**src/rtl/ser_pkg.sv**
```systemverilog
// Shared types and sizing helpers for the parallel-to-serial stage.
package ser_pkg;

  typedef enum logic [1:0] {S_IDLE, S_SHIFT, S_GAP} state_t;

  // Bits needed to count through n_states values; never less than one bit.
  function automatic int cnt_width(input int n_states);
    return (n_states <= 2) ? 1 : $clog2(n_states);
  endfunction

endpackage

```
**src/rtl/bit_serializer.sv**
```systemverilog
// Parallel-to-serial stage: takes a WIDTH-bit word over valid/ready, shifts it out one
// bit per clock with a strobe, and parks the line at IDLE_LEVEL between words.
module bit_serializer
  import ser_pkg::*;
#(
  parameter int WIDTH      = 8,
  parameter bit MSB_FIRST  = 1'b1,
  parameter bit IDLE_LEVEL = 1'b1,
  parameter int GAP        = 2
) (
  input  logic             clk,
  input  logic             clr,
  input  logic [WIDTH-1:0] din,
  input  logic             din_valid,
  output logic             din_ready,
  output logic             sout,
  output logic             sout_valid,
  output logic             busy,
  output state_t           dbg_state
);

  localparam int BCW = cnt_width(WIDTH);
  localparam int GCW = cnt_width(GAP + 1);
  localparam logic [BCW-1:0] BIT_LAST = BCW'(WIDTH - 1);
  localparam logic [GCW-1:0] GAP_LAST = (GAP > 0) ? GCW'(GAP - 1) : '0;

  state_t           r_state;
  logic [WIDTH-1:0] r_shift;
  logic [BCW-1:0]   r_bit_cnt;
  logic [GCW-1:0]   r_gap_cnt;
  logic             r_sout;
  logic             r_sout_valid;
  logic             r_busy;

  state_t           w_state_nxt;
  logic [WIDTH-1:0] w_shift_nxt;
  logic [BCW-1:0]   w_bit_cnt_nxt;
  logic [GCW-1:0]   w_gap_cnt_nxt;
  logic             w_last_bit;
  logic             w_ready;
  logic             w_xfer;

  function automatic logic [WIDTH-1:0] shift_one(input logic [WIDTH-1:0] v);
    return MSB_FIRST ? {v[WIDTH-2:0], IDLE_LEVEL} : {IDLE_LEVEL, v[WIDTH-1:1]};
  endfunction

  function automatic logic first_bit(input logic [WIDTH-1:0] v);
    return MSB_FIRST ? v[WIDTH-1] : v[0];
  endfunction

  // Handshake: a word moves on a rising edge with din_valid && din_ready. din_ready
  // depends only on state and counters (never on din_valid), so a held din_valid while
  // not ready is simply waited on; din is looked at only on the transfer edge.
  assign w_last_bit = (r_state == S_SHIFT) && (r_bit_cnt == BIT_LAST);
  assign w_ready    = (r_state == S_IDLE) || ((GAP == 0) && w_last_bit);
  assign w_xfer     = din_valid && w_ready;

  always_comb begin
    w_state_nxt   = r_state;
    w_shift_nxt   = r_shift;
    w_bit_cnt_nxt = r_bit_cnt;
    w_gap_cnt_nxt = r_gap_cnt;
    case (r_state)
      S_IDLE: begin
        if (w_xfer) begin
          w_shift_nxt   = din;
          w_bit_cnt_nxt = '0;
          w_state_nxt   = S_SHIFT;
        end
      end
      S_SHIFT: begin
        w_shift_nxt = shift_one(r_shift);
        if (!w_last_bit) begin
          w_bit_cnt_nxt = r_bit_cnt + 1'b1;
        end else begin
          w_bit_cnt_nxt = '0;
          if (GAP > 0) begin
            w_state_nxt   = S_GAP;
            w_gap_cnt_nxt = '0;
          end else if (w_xfer) begin
            w_shift_nxt = din;
          end else begin
            w_state_nxt = S_IDLE;
          end
        end
      end
      S_GAP: begin
        if (r_gap_cnt == GAP_LAST) begin
          w_state_nxt   = S_IDLE;
          w_gap_cnt_nxt = '0;
        end else begin
          w_gap_cnt_nxt = r_gap_cnt + 1'b1;
        end
      end
      default: w_state_nxt = S_IDLE;
    endcase
  end

  // Outputs are registered from the next-state view so sout lines up with the state.
  always_ff @(posedge clk or negedge clr) begin
    if (!clr) begin
      r_state      <= S_IDLE;
      r_shift      <= '0;
      r_bit_cnt    <= '0;
      r_gap_cnt    <= '0;
      r_sout       <= IDLE_LEVEL;
      r_sout_valid <= 1'b0;
      r_busy       <= 1'b0;
    end else begin
      r_state      <= w_state_nxt;
      r_shift      <= w_shift_nxt;
      r_bit_cnt    <= w_bit_cnt_nxt;
      r_gap_cnt    <= w_gap_cnt_nxt;
      r_sout       <= (w_state_nxt == S_SHIFT) ? first_bit(w_shift_nxt) : IDLE_LEVEL;
      r_sout_valid <= (w_state_nxt == S_SHIFT);
      r_busy       <= (w_state_nxt != S_IDLE);
    end
  end

  assign din_ready  = w_ready;
  assign sout       = r_sout;
  assign sout_valid = r_sout_valid;
  assign busy       = r_busy;
  assign dbg_state  = r_state;

endmodule
```
**config.mk**
```make
export PLATFORM = sky130hd
export DESIGN_NAME = bit_serializer
export DESIGN_NICKNAME = d
export VERILOG_FILES = /design/src/rtl/ser_pkg.sv /design/src/rtl/bit_serializer.sv
export SDC_FILE = /design/constraint.sdc
export NUM_CORES = 1
export LEC_CHECK = 0
export ABC_AREA = 1
export CAP_MARGIN = 20
export CORE_UTILIZATION = 30
export DETAILED_ROUTE_END_ITERATION = 16
export HOLD_SLACK_MARGIN = 0.1
export PLACE_DENSITY_LB_ADDON = 0.1
export SETUP_SLACK_MARGIN = 0.5
export SYNTH_ARGS = -nofsm -noshare
export SYNTH_HDL_FRONTEND = slang
export SYNTH_SLANG_ARGS = --single-unit
```
**constraint.sdc**
```tcl
create_clock -name clk -period 1.27 [get_ports clk]
set_input_delay 0.254 -clock clk [delete_from_list [all_inputs] [get_ports clk]]
set_output_delay 0.254 -clock clk [all_outputs]
set_load 0.01 [all_outputs]
```
==> results.sh <==
export IMPL_nNetsFinal=140
export IMPL_synth_edf_count=0
export IMPL_drt_initial_drc_count=20
export IMPL_grt_usage_pct=13.9
export IMPL_hp_class="input port to async pin"
export IMPL_grt_setup_unrepaired="yes"
export IMPL_overflow=0
export IMPL_grt_pass1_vias=776
export IMPL_worst_pin_slew_ps=422
export IMPL_muxShareOfSynthArea_pct=0
export IMPL_initial_utilization_pct=31.3
export IMPL_leakagePower_nw=0.648
export IMPL_endpoint="dbg_state[1]"
export IMPL_synth_area_um2=856
export IMPL_power_density_nw_per_um2=2430
export IMPL_ys_types=17
export IMPL_grt_pass1_wl_mm=3.30
export IMPL_avgViaCountPerCell=4.75
export IMPL_cts_tree="yes"
export IMPL_grt_max_degree=19
export IMPL_die_y_um=55.4
export IMPL_layout_drive_gt1_share_pct=48.4
export IMPL_critPathKind="flop to output port"
export IMPL_die_x_um=55.4
export IMPL_io_pins=17
export IMPL_slew_viol_final=0
export IMPL_htreeDepth=1
export IMPL_synth_xor_xnor_area_share_pct=0
export IMPL_routed_wl_mm=2.02
export IMPL_gp_congestion=0.759
export IMPL_setup_viol=0
export IMPL_ys_warn_count=0
export IMPL_drtAntennaViolNets=0
export IMPL_num_rows=19
export IMPL_areaGrowthSynthToFinish_pct=64.8
export IMPL_yosys_area_share_adder_pct=2.92
export IMPL_mostFrequentLayoutCells="nand3_1, nand2_1, nand3_2, dfrtp_1"
export IMPL_finClkSkew_ps=0.511
export IMPL_syn_avg_cell_area_um2=9.30
export IMPL_synth_seq_cells=18
export IMPL_io_buffer_count=16
export IMPL_dieArea_um2=3070
export IMPL_syn_nets=105
export IMPL_root_buffer="clkbuf_4"
export IMPL_hold_buffers=0
export IMPL_synthCells=92
export IMPL_yosys_area_share_simple_pct=37.4
export IMPL_fill_cells=241
export IMPL_fin_setup_tns_ps=0
export IMPL_synth_top_cell_by_area="dfrtp_1"
export IMPL_status="completed"
export IMPL_final_common_cell="nand3_1"
export IMPL_clock_fmax_mhz=805
export IMPL_critical_path_arrival_ps=990
export IMPL_drt_wirelength_per_cell_um=12.9
export IMPL_reg2regPathDepth=7
export IMPL_antenna_found_initial=0
export IMPL_ys_flop_type="dfrtp_1"
export IMPL_clk_latency_ps=300
export IMPL_diodes=0
export IMPL_synth_top_family_by_area="simple AND/OR/NAND/NOR gates"
export IMPL_final_min_clock_period_ps=1240
export IMPL_cp_data_required_time_ps=1020
export IMPL_synth_compound_area_share_pct=1.17
export IMPL_seq_area_frac_synth_pct=52.8
export IMPL_crit_fanout=4
export IMPL_ys_top_cells_by_area="dfrtp_1, nand3_1, nand2_1, nand3_2, dfstp_2"
export IMPL_clock_sinks=18
export IMPL_cts_clk_slew_worst_paths_ps=100
export IMPL_fin_crit_sh_pct=97.8
export IMPL_rr_endpoint="r_bit_cnt[1]"
export IMPL_vias=745
export IMPL_async_flop_share_pct=100
export IMPL_synth_top_area_share_pct=49.7
export IMPL_route_detailed_drc=0
export IMPL_core_um2=2730
export IMPL_hold_viol_final=0
export IMPL_slew_headroom_pct=71.8
export IMPL_worst_setup_path_start_kind="flop"
export IMPL_ir_worst_vdd_mv=1.68
export IMPL_cap_violations=0
export IMPL_reg2reg_slack_ps=50
export IMPL_place_hpwl_mm=1.37
export IMPL_end_kind="output port"
export IMPL_r2r_start="dbg_state[1]"
export IMPL_cts_buffers=3
export IMPL_crit_start="dbg_state[1]"
export IMPL_dr_pass1_iters=4
export IMPL_fin_util_pct=51.6
export IMPL_clk_path_buf_depth=2
## power breakdown
part	leakage (nW)	switching (W)	total (W)	internal, W
clock network	0.0210	0.000181	0.000356	0.000175
logic	0.419	0.000988	0.00202	0.00103
registers	0.208	0.000200	0.00105	0.000849
total	0.648	0.00137	0.00342	0.00205
## synthesized netlist by cell type (2+ instances only)
library cell and n:
nand3_1 27, nand2_1 21, dfrtp_1 17, nand3_2 5, inv_1 4, buf_6 2, ha_1 2, inv_2 2
nand2_2 2, nor2_1 2, nor2_4 2
## sequential cells by signal, indices dropped and copies added, names as in the netlist
name,flops
r_shift,8
busy,1
r_gap_cnt,2
sout,1
dbg_state,2
sout_valid,1
r_bit_cnt,3
## routing by layer
layer / track usage [%] / share of wire [%] / wire (um)
met1: 17.5 / 46 / 939
met4: 2.86 / 0.54 / 11
met3: 6.09 / 5.5 / 111
met5: 0 / 0 / 0
met2: 22.2 / 47 / 959
## through the flow
step | total power [W] | instances | cell area, um2 | worst slack [ps] | hold slack [ps]
2_1_floorplan | 0.00188 | 92 | 888 | 90.8 | -41.6
3_3_place_gp | 0.00244 | 145 | 1140 | -50.6 | 471
3_5_place_dp | 0.00246 | 145 | 1140 | -59.4 | 471
4_1_cts | 0.00305 | 153 | 1260 | 22.5 | 273
5_1_grt | 0.00368 | 157 | 1410 | -11.6 | 299
6_report | 0.00342 | 157 | 1410 | 27.6 | 277
## cell type report
cell class	count	area (um2)	area share, %
clock buffer	4	36.3	2.57
inverter	6	25.0	1.77
multi-input combinational	66	524	37.2
sequential	18	454	32.2
tap	31	38.8	2.75
timing repair buffer	32	332	23.5
## repair_timing
action / CTS / global route
pin swaps: 10 / 2
buffers inserted: 4 / 3
setup endpoints to repair: 24 / 24
gates cloned: 0 / 1
resized for setup: 45 / 20
## logic make-up (layout without fill, tap and decap cells)
| logic type | count (synthesis) | count (layout) |
|---|---|---|
| flops | 18 | 18 |
| fa+ha+maj | 2 | 2 |
| buf+inv | 9 | 42 |
| simple gates | 61 | 62 |
| compound gates | 2 | 2 |
## worst max-delay path, cell delays in order, from the launching register on
cell and delay [ps]:
dfrtp_2 440, buf_6 140, buf_6 110
## how the worst min path moves through the flow
stage                         endpoint  slack (ps)
after floorplan                   busy         -40
after global placement    r_bit_cnt[0]         470
after detailed placement    r_shift[0]         470
after CTS                   r_shift[4]         270
after global routing        r_shift[4]         300
final                       r_shift[5]         280
No activity file was read; power rests on OpenSTA's default activity.
